==> src/rtl/uart_tx_arb.sv <==
// Round-robin arbiter feeding four byte requesters into one UART transmit engine,
// with an inter-frame gap, a per-frame watchdog and a sticky timeout flag.
module uart_tx_arb #(
    parameter int unsigned DATA_W  = 8,
    parameter int unsigned GAP_CYC = 16,
    parameter int unsigned TMO_CYC = 65535
) (
    input  logic                clk,
    input  logic                rst_n,
    input  logic [3:0]          req_valid_i,
    input  logic [4*DATA_W-1:0] req_data_i,
    output logic [3:0]          req_ready_o,
    output logic                tx_start_o,
    output logic [DATA_W-1:0]   tx_data_o,
    input  logic                tx_busy_i,
    output logic [1:0]          grant_id_o,
    output logic                arb_busy_o,
    output logic                tmo_err_o,
    input  logic                err_clr_i
);

    typedef enum logic [2:0] {
        IDLE,
        START,
        WAIT_BUSY,
        WAIT_DONE,
        GAP
    } state_e;

    localparam int unsigned      GAP_W    = (GAP_CYC > 1) ? $clog2(GAP_CYC) : 1;
    localparam logic [GAP_W-1:0] GAP_LAST = GAP_W'((GAP_CYC > 0) ? GAP_CYC - 1 : 0);
    localparam logic [15:0]      TMO_LAST = 16'(TMO_CYC - 1);

    state_e              state_q;
    logic [3:0]          req_ready_q;
    logic                tx_start_q;
    logic [DATA_W-1:0]   tx_data_q;
    logic [1:0]          grant_q;
    logic [1:0]          last_q;
    logic                tmo_q;
    logic [15:0]         wdog_q;
    logic [GAP_W-1:0]    gap_q;

    logic [1:0]          win_d;
    logic                any_d;
    logic                wdog_hit;

    // Search order is last+1, last+2, last+3, last; walking it backwards lets the
    // nearest valid requester overwrite any farther one.
    always_comb begin
        logic [1:0] idx;
        win_d = last_q;
        any_d = 1'b0;
        for (int k = 4; k >= 1; k--) begin
            idx = last_q + 2'(k);
            if (req_valid_i[idx]) begin
                win_d = idx;
                any_d = 1'b1;
            end
        end
    end

    assign wdog_hit = (wdog_q == TMO_LAST);

    always_ff @(posedge clk or negedge rst_n) begin
        if (!rst_n) begin
            state_q     <= IDLE;
            req_ready_q <= '0;
            tx_start_q  <= 1'b0;
            tx_data_q   <= '0;
            grant_q     <= '0;
            last_q      <= 2'd3;
            tmo_q       <= 1'b0;
            wdog_q      <= '0;
            gap_q       <= '0;
        end else begin
            req_ready_q <= '0;
            tx_start_q  <= 1'b0;
            // NOTE: a later non-blocking assignment to the same register in this block
            // overrides this one, which is how a timeout set beats a same-cycle clear.
            if (err_clr_i) tmo_q <= 1'b0;

            case (state_q)
                IDLE: begin
                    if (any_d) begin
                        req_ready_q <= 4'b0001 << win_d;
                        tx_data_q   <= req_data_i[win_d*DATA_W +: DATA_W];
                        grant_q     <= win_d;
                        last_q      <= win_d;
                        wdog_q      <= '0;
                        state_q     <= START;
                    end
                end
                // Two cycles: ready pulse first, then the engine start pulse.
                START: begin
                    if (!tx_start_q) tx_start_q <= 1'b1;
                    else             state_q    <= WAIT_BUSY;
                end
                WAIT_BUSY: begin
                    wdog_q <= wdog_q + 16'd1;
                    if (wdog_hit) begin
                        tmo_q   <= 1'b1;
                        state_q <= IDLE;
                    end else if (tx_busy_i) begin
                        state_q <= WAIT_DONE;
                    end
                end
                WAIT_DONE: begin
                    wdog_q <= wdog_q + 16'd1;
                    if (wdog_hit) begin
                        tmo_q   <= 1'b1;
                        state_q <= IDLE;
                    end else if (!tx_busy_i) begin
                        gap_q   <= '0;
                        state_q <= (GAP_CYC > 0) ? GAP : IDLE;
                    end
                end
                GAP: begin
                    if (gap_q == GAP_LAST) begin
                        gap_q   <= '0;
                        state_q <= IDLE;
                    end else begin
                        gap_q <= gap_q + GAP_W'(1);
                    end
                end
                default: state_q <= IDLE;
            endcase
        end
    end

    assign req_ready_o = req_ready_q;
    assign tx_start_o  = tx_start_q;
    assign tx_data_o   = tx_data_q;
    assign grant_id_o  = grant_q;
    assign arb_busy_o  = (state_q != IDLE);
    assign tmo_err_o   = tmo_q;

endmodule

==> config.mk <==
export PLATFORM = sky130hd
export DESIGN_NAME = uart_tx_arb
export DESIGN_NICKNAME = d
export VERILOG_FILES = /design/src/rtl/uart_tx_arb.sv
export SDC_FILE = /design/constraint.sdc
export NUM_CORES = 1
export LEC_CHECK = 0
export BUFFER_PORTS_ARGS = -buffer_cell sky130_fd_sc_hd__buf_4
export CORE_MARGIN = 8
export CORE_UTILIZATION = 48
export CTS_CLUSTER_DIAMETER = 150
export CTS_CLUSTER_SIZE = 16
export DETAILED_ROUTE_END_ITERATION = 12
export HOLD_SLACK_MARGIN = 0.12
export PLACE_DENSITY = 0.76
export SETUP_SLACK_MARGIN = 0.15
export SYNTH_ARGS = -nofsm -noshare
export SYNTH_HDL_FRONTEND = slang
export SYNTH_SLANG_ARGS = --single-unit
==> constraint.sdc <==
create_clock -name clk -period 2.15 [get_ports clk]
set_clock_uncertainty 0.2 [all_clocks]
set_input_delay 0.3225 -clock clk [delete_from_list [all_inputs] [get_ports clk]]
set_output_delay 0.3225 -clock clk [all_outputs]
set_load 0.02 [all_outputs]
## After elaboration in Yosys (flattened, before gate mapping)

Index checks and enable logic that the tools add are counted.

| storage, ports and cells | value |
|---|---|
| flip-flop bits (word level) | 41 |
| input port bits | 40 |
| output and inout bits | 17 |
| logic and storage cells | 78 |

| operators by class | value |
|---|---|
| add/subtract/negate cells | 5 |
| order comparisons | 4 |
| equal/unequal tests | 13 |
| shift operators | 2 |
| mux-type cells | 36 |
| reductions and logical operators | 9 |

Operator list:

| kind | count |
|---|---|
| case mux 16 bit (2 select lines) | 1 |
| variable part select 32 x 6 -> 8 bit | 1 |
| two-way mux 3 bit | 7 |
| two-way mux 4 bit | 5 |
| adder 16 x 1 -> 16 bit, second input constant | 1 |
| equality test 16 bit, second input constant | 1 |
| two-way mux 16 bit | 1 |
| case mux 3 bit (5 select lines) | 1 |
| two-way mux 1 bit | 13 |
| < comparator 2 x 3 -> 1 bit, second input constant | 4 |
| != test 2 bit, second input constant | 5 |
| binary-select mux 1 bit (select 2 bit) | 4 |
| case mux 4 bit (2 select lines) | 1 |
| equality test 3 x 2 -> 1 bit, second input constant | 2 |
| two-way mux 2 bit | 3 |
| != test 3 bit, second input constant | 2 |
| AND reduction 5 bit | 1 |
| adder 2 bit, second input constant | 2 |
| adder 4 x 1 -> 4 bit, second input constant | 1 |
| equality test 4 bit, second input constant | 1 |
| AND reduction 2 bit | 2 |
| nonzero test 2 bit | 2 |
| << shifter 1 x 2 -> 4 bit, first input constant | 1 |
| equality test 3 x 1 -> 1 bit, second input constant | 1 |
| 6 further kinds | 6 |

## Logic depth before layout (Yosys ltp)

Gate-level depths: netlist of the first run.

| depth | value |
|---|---|
| depth after elaboration | 9 |
| depth in mapped cells | 7 |
| mapped depth without buffers | 6 |

## Worst setup path before layout of the first run

OpenSTA, ideal clock, no wires.

| timing | value |
|---|---|
| kind | flip-flop to flip-flop |
| start point | register last_q[1] |
| end point | register tx_data_q[3], in the netlist tx_data_o[3] |
| setup time | 126 ps |
| arrival time | 1922 ps |
| data required time | 1824 ps |
| path slack | -98 ps |
| stages on the path, launching flop included | 8 |
| path buffers | 2 |
| clock period less this slack | 2248 ps |
| path through | dfstp_2 -> nor2_1 -> and2_1 -> buf_2 -> nor3_4 -> buf_6 -> mux2_4 -> a221o_1 |

| on the way | value |
|---|---|
| cells in the longest elaborated chain, start to end | 7 |
| elaborated cells on any way between the ends | 20 |
| classes of those cells | add/sub: 3; shift: 1; mux: 15; reduce/logical: 1 |

Ends and longest elaborated chain:

| element | line | RTL |
|---|---|---|
| start, declared | 39 | `logic [1:0] last_q;` |
| start signal, assigned | 89 | `last_q <= win_d;` |
| adder 2 bit / binary-select mux 1 bit (select 2 bit) (equally long branches) | 55, 56 |  |
| binary-select mux 1 bit (select 2 bit) / two-way mux 1 bit (equally long branches) | 56 | `if (req_valid_i[idx]) begin` |
| two-way mux 1 bit (not written as such) | 56 |  |
| two-way mux 2 bit / two-way mux 1 bit (equally long branches) (3 in a row) | 56 |  |
| variable part select 32 x 6 -> 8 bit / AND reduction 2 bit (equally long branches) | n/a |  |
| end signal, assigned | 87 | `tx_data_q <= req_data_i[win_d*DATA_W +: DATA_W];` |
| end, declared | 37 | `logic [DATA_W-1:0] tx_data_q;` |

Several ways; a longest one is shown, not always the timed one. The select of a mux whose other input is x is not followed.
A chain may end at the register's enable or synchronous reset.

## Worst setup path after layout of the first run

| timing | value |
|---|---|
| start point | register last_q[1] |
| end point | register tx_data_q[4], in the netlist tx_data_o[4] |

The elaborated chain is that of the path after synthesis.

==> run summary, run 1 <==
The flow ran to the end, and the final reports show no timing, DRC or antenna violations. Yosys instantiated no cell more often than dfrtp_1. Synthesis inferred 41 register bits.

The number of placed instances, taps included, is 340. The pre-antenna-repair detailed-routing pass consisted of 4 iterations. The first-pass GRT wire length came out at 9508 µm. The tightest min-delay check is of the in -> reg type. The die footprint came out at 7111 µm². The I/O pin count is 57. The number of vias per cell is 5.568.

For this block, the routed nets add up to 5770 µm of wire. The yosys synthesis warning count came out at 0. The total of endpoints with negative setup slack in the final report is 0. The count of input and output buffers is 56. The signal on the critical path passes through nor2_2 > and2_4 > nor3_4 > buf_12 > mux2_4 > a221o_1. Synthesis handed over a netlist of 222 instances. Counting every net in the synthesized netlist gives 265. The shortest clock period the worst path allows after layout came out at 2.079 ns. The worst setup path is launched from a register. The data required time of the critical path came out at 2.12 ns. The achievable clock frequency is 481.1 MHz. After floorplanning, the core was divided into 25 placement rows. The repair_antennas step left the layout with diodes totalling 0. The worst setup slack after placement is -0.09851 ns. The total chip power came out at 3.622 mW. After synthesis, the cell types taking the most area are dfrtp_1 44%, nor2_1 4.2%, a221o_1 3.6%. The headroom to the max-slew limit is 65.49%.

The global routing usage summed across all routing layers is 16.17%. The detailed-route via count is 1999. The static leakage came out at 1.463 nW.

The synthesized design spends more area on one cell type than any other, namely dfrtp_1. In the final routed layout, each cell accounts on average for 16.07 µm. The core area is 4598 µm².

STA classifies the critical path endpoint as a register. The initial antenna violation count came to 0. Yosys mapped a number of flops with a built-in enable equal to 0.

The number of distinct library cells after synthesis came out at 47. For the final routed database, the setup TNS stands at 0 ns. The sequential cell area in the final layout came out at 1028 µm². The internal power contribution is 2.198 mW.

Among all flip-flop cells after synthesis, the most frequent one is dfrtp_1. By count the netlist is led by 39 x dfrtp_1, 25 x nor2_1, 15 x nand2_1. TritonCTS created 5 clock buffers. The final global-route overflow total is 0. The share of synthesized area occupied by flip-flops and latches came out at 45.90%. The utilization of the core after routing is 67.51%.

The analysis attributes to net switching a power of 1.424 mW. For the pin with the worst max-slew slack, the measured transition is 0.5122 ns. The total of max-cap violations is 0. The post-layout net count came out at 348. The count of placed standard cells in the final layout, fillers left out is 359. The DRC violation count after routing came out at 0. In this run the biggest area consumer among cell types represents 43.55% of the synthesized area. The fraction of power consumed by combinational cells came out at 53.7%. The power density normalized to cell area is 1167 nW/µm². By startpoint and endpoint, the worst setup path is classified as reg -> reg. The biggest fanout along the worst timing path came out at 7. The proportion of layout cells with a drive suffix above 1 came out at 40.00%.

The die is 84.33 µm wide. The count of fill cells added during filler insertion is 365. Routability-driven placement finished with a final weighted congestion of 0.8264. The number of global-route vias before repair came out at 2084.

Registers are responsible for 32.5% of the overall power. The largest incremental delay on the critical path came out at 0.57 ns. The maximum count of clock buffers along a single path came out at 2.

The largest net degree at the start of global routing is 42. The number of max-slew violations in the final report is 0. The clock drives 41 sinks. The die boundary height came out at 84.33 µm. The total half-perimeter wirelength after legalization and detailed placement is 4098 µm. The cell area after synthesis is 2241 µm². After synthesis, the share of flip-flops with an asynchronous set or reset is 100.0%. The post-layout worst setup margin came out at 0.07150 ns. The number of buffers and inverters on the critical path is 1. The tree is rooted in a clkbuf_8. The count of routing violations after the opening detailed-route iteration came out at 77. The initial cell density of the core is 48.73%. The library cell contributing the largest single delay on the critical path is dfstp_2. The placement-stage cell area came out at 2830 µm².

The clock reaches the later pin of the worst-skew pair after 0.29 ns. The clock tree from TritonCTS is done. Setup repair after global routing could not meet its margin everywhere. The final-report hold violation count was 0. The number of levels the H-tree was split into is 2. The clock input transition at the sequential cells of the worst setup and hold paths came out at 0.07 ns.

The synthesized area divided by synthesized cell count is 10.09 µm². The hold slack came out at 0.1806 ns. The synthesis-to-layout area growth is 38.53%.

The final worst-path cycle share came out at 96.67%. The detail route stage leaves a number of antenna-violating nets equal to 0. At the worst endpoint, the arrival time is 2.05 ns.

The net switching fraction of the power is 39.31%. The area of combinational cells with multiple inputs is 1237 µm². Grouping stages by cell kind, the critical path spends the most delay in flip-flops. The final standard cell area without fillers came out at 3104 µm². The worst supply voltage drop on vdd is 0.0006360 V.

In this run, the clock network consumes 13.8% of the power.
flip-flops by register name, summed over array words and instances (netlist names):
| signal | flops |
|---|---|
| wdog_q | 16 |
| tx_data_o | 8 |
| gap_q | 4 |
| req_ready_o | 4 |
| state_q | 3 |
| grant_id_o | 2 |
| last_q | 2 |
| tmo_err_o | 1 |
| tx_start_o | 1 |
layout by cell type (no fill, tap or decap), types with 8 or more instances in the layout:
| cell | instances |
|---|---|
| buf_4 | 78 |
| dfrtp_1 | 39 |
| nor2_1 | 24 |
| nand2_1 | 13 |
| a21oi_1 | 13 |
| nand4_1 | 11 |
| o31ai_1 | 9 |
| nand3_1 | 8 |
| mux2_4 | 8 |
| a221o_1 | 8 |
tightest hold or removal path: stages:
cell and delay [ns]:
buf_4 0.08, mux2_4 0.12, a221o_1 0.12
metal layers:
| metal | global-route usage (%) | vias to the layer above | share of wire (%) |
|---|---|---|---|
| met5 | 0 | - | 0 |
| met4 | 5.651 | 0 | 1.4 |
| li1 | - | 980 | - |
| met3 | 6.196 | 8 | 7.3 |
| met2 | 26.25 | 79 | 49 |
| met1 | 18.92 | 932 | 43 |
final timing paths:
path / endpoint / cells after the start / slack, ns / from
min: tx_data_o[7] / 3 / 0.18 / req_data_i[7]
min reg2reg: tx_start_o / 1 / 0.28 / tx_start_o
max in group asynchronous: last_q[0] / 2 / 1.03 / rst_n
max reg2reg: tx_data_o[4] / 6 / 0.07 / last_q[1]
max: tx_data_o[4] / 6 / 0.07 / last_q[1]
min in group asynchronous: tmo_err_o / 2 / 0.35 / rst_n
timing repair:
action | CTS | global route
endpoints found under the hold margin | 41 | 0
resized for setup | 16 | 8
gates cloned | 0 | 0
pin swaps | 7 | 1
setup buffers | 8 | 1
hold buffers | 3 | 0
endpoints found under the setup margin | 16 | 16
final cells by class:
cell class              instances  share of cell area [%]
flip-flops and latches         41                   33.13
well taps                      54                   2.177
inverters                       7                  0.8464
multi-input cells             166                   39.86
repair buffers                 84                   21.20
clock buffers                   7                   2.781
power by group through the flow:
stage	Sequential [mW]	Combinational, mW	Clock (mW)
final	1.18	1.95	0.499
after global routing	1.20	2.10	0.550
after CTS	1.17	1.89	0.515
after detailed placement	1.18	1.75	0
after global placement	1.18	1.71	0
after floorplan	1.32	0.918	0
kinds of logic (layout without fill, tap and decap cells):
group                    count (synthesis)  after routing  share of synthesized area, %
XOR/XNOR                                13             13                         5.081
flip-flops                              41             41                         45.90
adder cells (fa/ha/maj)                  3              3                         1.675
buffers and inverters                   15             98                         2.903
AND/OR/NAND/NOR                         91             91                         22.61
multiplexers                             9              9                         5.304
AO/OA/AOI/OAI                           50             50                         16.53
No activity file was read; power rests on OpenSTA's default activity.
==> run 2: changes to the inputs <==
--- a/config.mk
+++ b/config.mk
@@ -11,6 +11,7 @@
 export CTS_CLUSTER_DIAMETER = 150
 export CTS_CLUSTER_SIZE = 16
 export DETAILED_ROUTE_END_ITERATION = 12
+export GPL_TIMING_DRIVEN = 0
 export HOLD_SLACK_MARGIN = 0.12
 export PLACE_DENSITY = 0.76
 export SETUP_SLACK_MARGIN = 0.15
==> run summary, run 2 (synthesis results as in run 1) <==
The flow ran to the end, and the final reports show no timing, DRC or antenna violations. The global placer's final weighted congestion is 0.7796. The first-pass GRT wire length is 9418 µm. Hold is met by 0.1685 ns. In this run the worst hold path is classified as in -> reg.

Before antenna repair, the detailed router went through 4 iterations. Derived from the worst setup path, the maximum achievable clock frequency is 466.6 MHz. On the worst path, the slowest cell contributes a delay of 0.58 ns. The clock input transition at the sequential cells of the worst setup and hold paths is 0.08 ns. Global routing used 15.87% of the available tracks. The I/O pin count came out at 57.

Data on the critical path arrives at its endpoint at 2.12 ns. The die boundary height came out at 84.33 µm. The critical path buffer and inverter count came out at 2.

The total of max-cap violations is 0. For this run, the share of the core covered by cells in the final layout is 68.30%. The clock sink count is 41. The static leakage came out at 1.467 nW. The data required time of the critical path is 2.13 ns. The number of buffers inserted during clock tree synthesis is 5. After routing the design area is 3141 µm². The signal on the critical path passes through nor2_2 > and2_4 > buf_6 > nor3_4 > buf_6 > mux2_4 > a221o_1. The number of max-slew violations in the final report came to 0.

The post-detailed-route wirelength per cell came out at 16.60 µm. The sort of element at the end of the critical path is a register. The final-report hold violation count was 0. Power spread over the standard cell area amounts to 1152 nW/µm².

The library cell used most frequently in the layout, excluding fill and tap cells, is buf_4. The worst setup slack after placement is -0.1837 ns. The largest net degree at the start of global routing is 42. The worst supply voltage drop on vdd came out at 0.0006892 V.

The final global-route overflow total came out at 0. In the routed layout, each cell is associated on average with a via count of 5.695. For the finished layout, the period the worst path requires is 2.143 ns. Wires add up to 5991 µm.

The count of input and output buffers came out at 56. The total half-perimeter wirelength after legalization and detailed placement is 4078 µm. The DRC violation count after routing is 0. The proportion of layout cells with a drive suffix above 1 is 41.04%. Leaving out fill and tap cells, the most frequent cells in the layout are 73 x buf_4, 39 x dfrtp_1, 24 x nor2_1, 13 x nand2_1. TritonCTS built the clock tree. STA classifies the critical path startpoint as a register. The worst setup path is of the reg -> reg kind. The maximum count of clock buffers along a single path came out at 2. The count of placed standard cells in the final layout, fillers left out came out at 361. The final worst-path cycle share is 99.67%.

The count of fill cells added during filler insertion came out at 378. The cell count after placement came out at 332. The kind of cell with the highest combined delay on the critical path is flip-flops. The count of routing violations after the opening detailed-route iteration came out at 61. Setup repair after global routing could not meet its margin everywhere. Across all setup checks in the final design, the least slack found is 0.006994 ns. Once placement finished, the instance area stood at 2743 µm². The root buffer selected by CTS is clkbuf_8. From synthesis to final layout, the design area changed by 40.15%. The number of cell rows came out at 25.

The post-layout net count is 349. For this configuration, the core starts out at a cell density of 48.73%. The die covers 7111 µm².

The most repeated library cell on the critical path is buf_6. The repair_antennas step left the layout with diodes totalling 0. The H-tree was split into 2 levels. The biggest fanout along the worst timing path is 6. The slowest stage of the critical path is the dfstp_2 cell. The number of routed nets with antenna violations came out at 0. The number of global-route vias before repair is 2047. The register with the most flip-flops in the final layout is wdog_q. The core area came out at 4598 µm². The overall die width came out at 84.33 µm.

Detailed routing inserted a total of 2056 vias. Setup violations remaining at the end of the flow were counted as 0. For the pin with the worst max-slew slack, the measured transition is 0.5312 ns.

The worst pin sits at a relative slew slack of 64.59%. The flip-flop count of the largest register after layout is 16. Clock latency on the worst-skew pair, taken at its later pin, is 0.30 ns.

The initial antenna violation count is 0.
## run 2: changes by cell type in the layout (fill, tap and decap cells not counted), moves of 2 or more
cell       before  now
a2111oi_1       0    3
a2111oi_2       3    0
a21oi_1        13   11
a21oi_2         0    2
buf_4          78   73
buf_6           2    4
clkbuf_2        0    3
o31ai_1         9    4
o31ai_2         0    2
o31ai_4         0    3
## run 2: report_power, final
group          total, mW  switching (mW)  leakage [nW]  internal (mW)
clock              0.535           0.275        0.0512          0.260
combinational       1.88           0.995         0.878          0.886
sequential          1.20           0.198         0.537           1.00
total               3.62            1.47          1.47           2.15
## run 2: metrics by stage
step	power [mW]	setup TNS [ns]
6_report	3.618	0
5_1_grt	3.843	-0.1691
4_1_cts	3.524	-0.05723
3_5_place_dp	2.791	-1.490
3_3_place_gp	2.747	-1.065
2_1_floorplan	2.239	0
## run 2: tightest hold or removal path, stage by stage
cell and delay [ns]:
buf_4 0.08, mux2_4 0.12, a221o_1 0.12
## run 2: area by class of cell
type                       count  area, µm²  share of cell area, %
clock buffer                   6      82.58                  2.629
clock inverter                 2      13.76                 0.4382
buffer                         8      52.55                  1.673
multi-input combinational    166       1276                  40.64
inverter                       7      26.28                 0.8367
tap                           54      67.56                  2.151
timing repair buffer          77      593.1                  18.88
sequential                    41       1028                  32.75
## run 2: worst paths after layout
path	from	endpoint	slack [ns]	cells after the start
min in group asynchronous	rst_n	gap_q[2]	0.35	2
hold / removal	req_data_i[2]	tx_data_o[2]	0.17	3
setup / recovery	last_q[1]	tx_data_o[7]	0.007	7
setup reg to reg	last_q[1]	tx_data_o[7]	0.007	7
max in group asynchronous	rst_n	last_q[1]	1.03	2
hold reg to reg	tx_start_o	tx_start_o	0.29	1
## run 2: timing repair
| item | CTS | global route |
|---|---|---|
| pin swaps | 6 | 5 |
| setup buffers | 14 | 4 |
| hold buffers | 3 | 0 |
| hold endpoints to repair | 41 | 0 |
| setup endpoints to repair | 33 | 19 |
| resized for setup | 13 | 25 |
## run 2: metal layers
metal	wire, µm	up-vias	track usage [%]	share of wire, %
li1	-	977	-	-
met1	2512	1008	18.12	42
met2	2969	61	26.60	50
met3	418	10	6.196	7.0
met4	91	0	4.710	1.5
met5	0	-	0	0
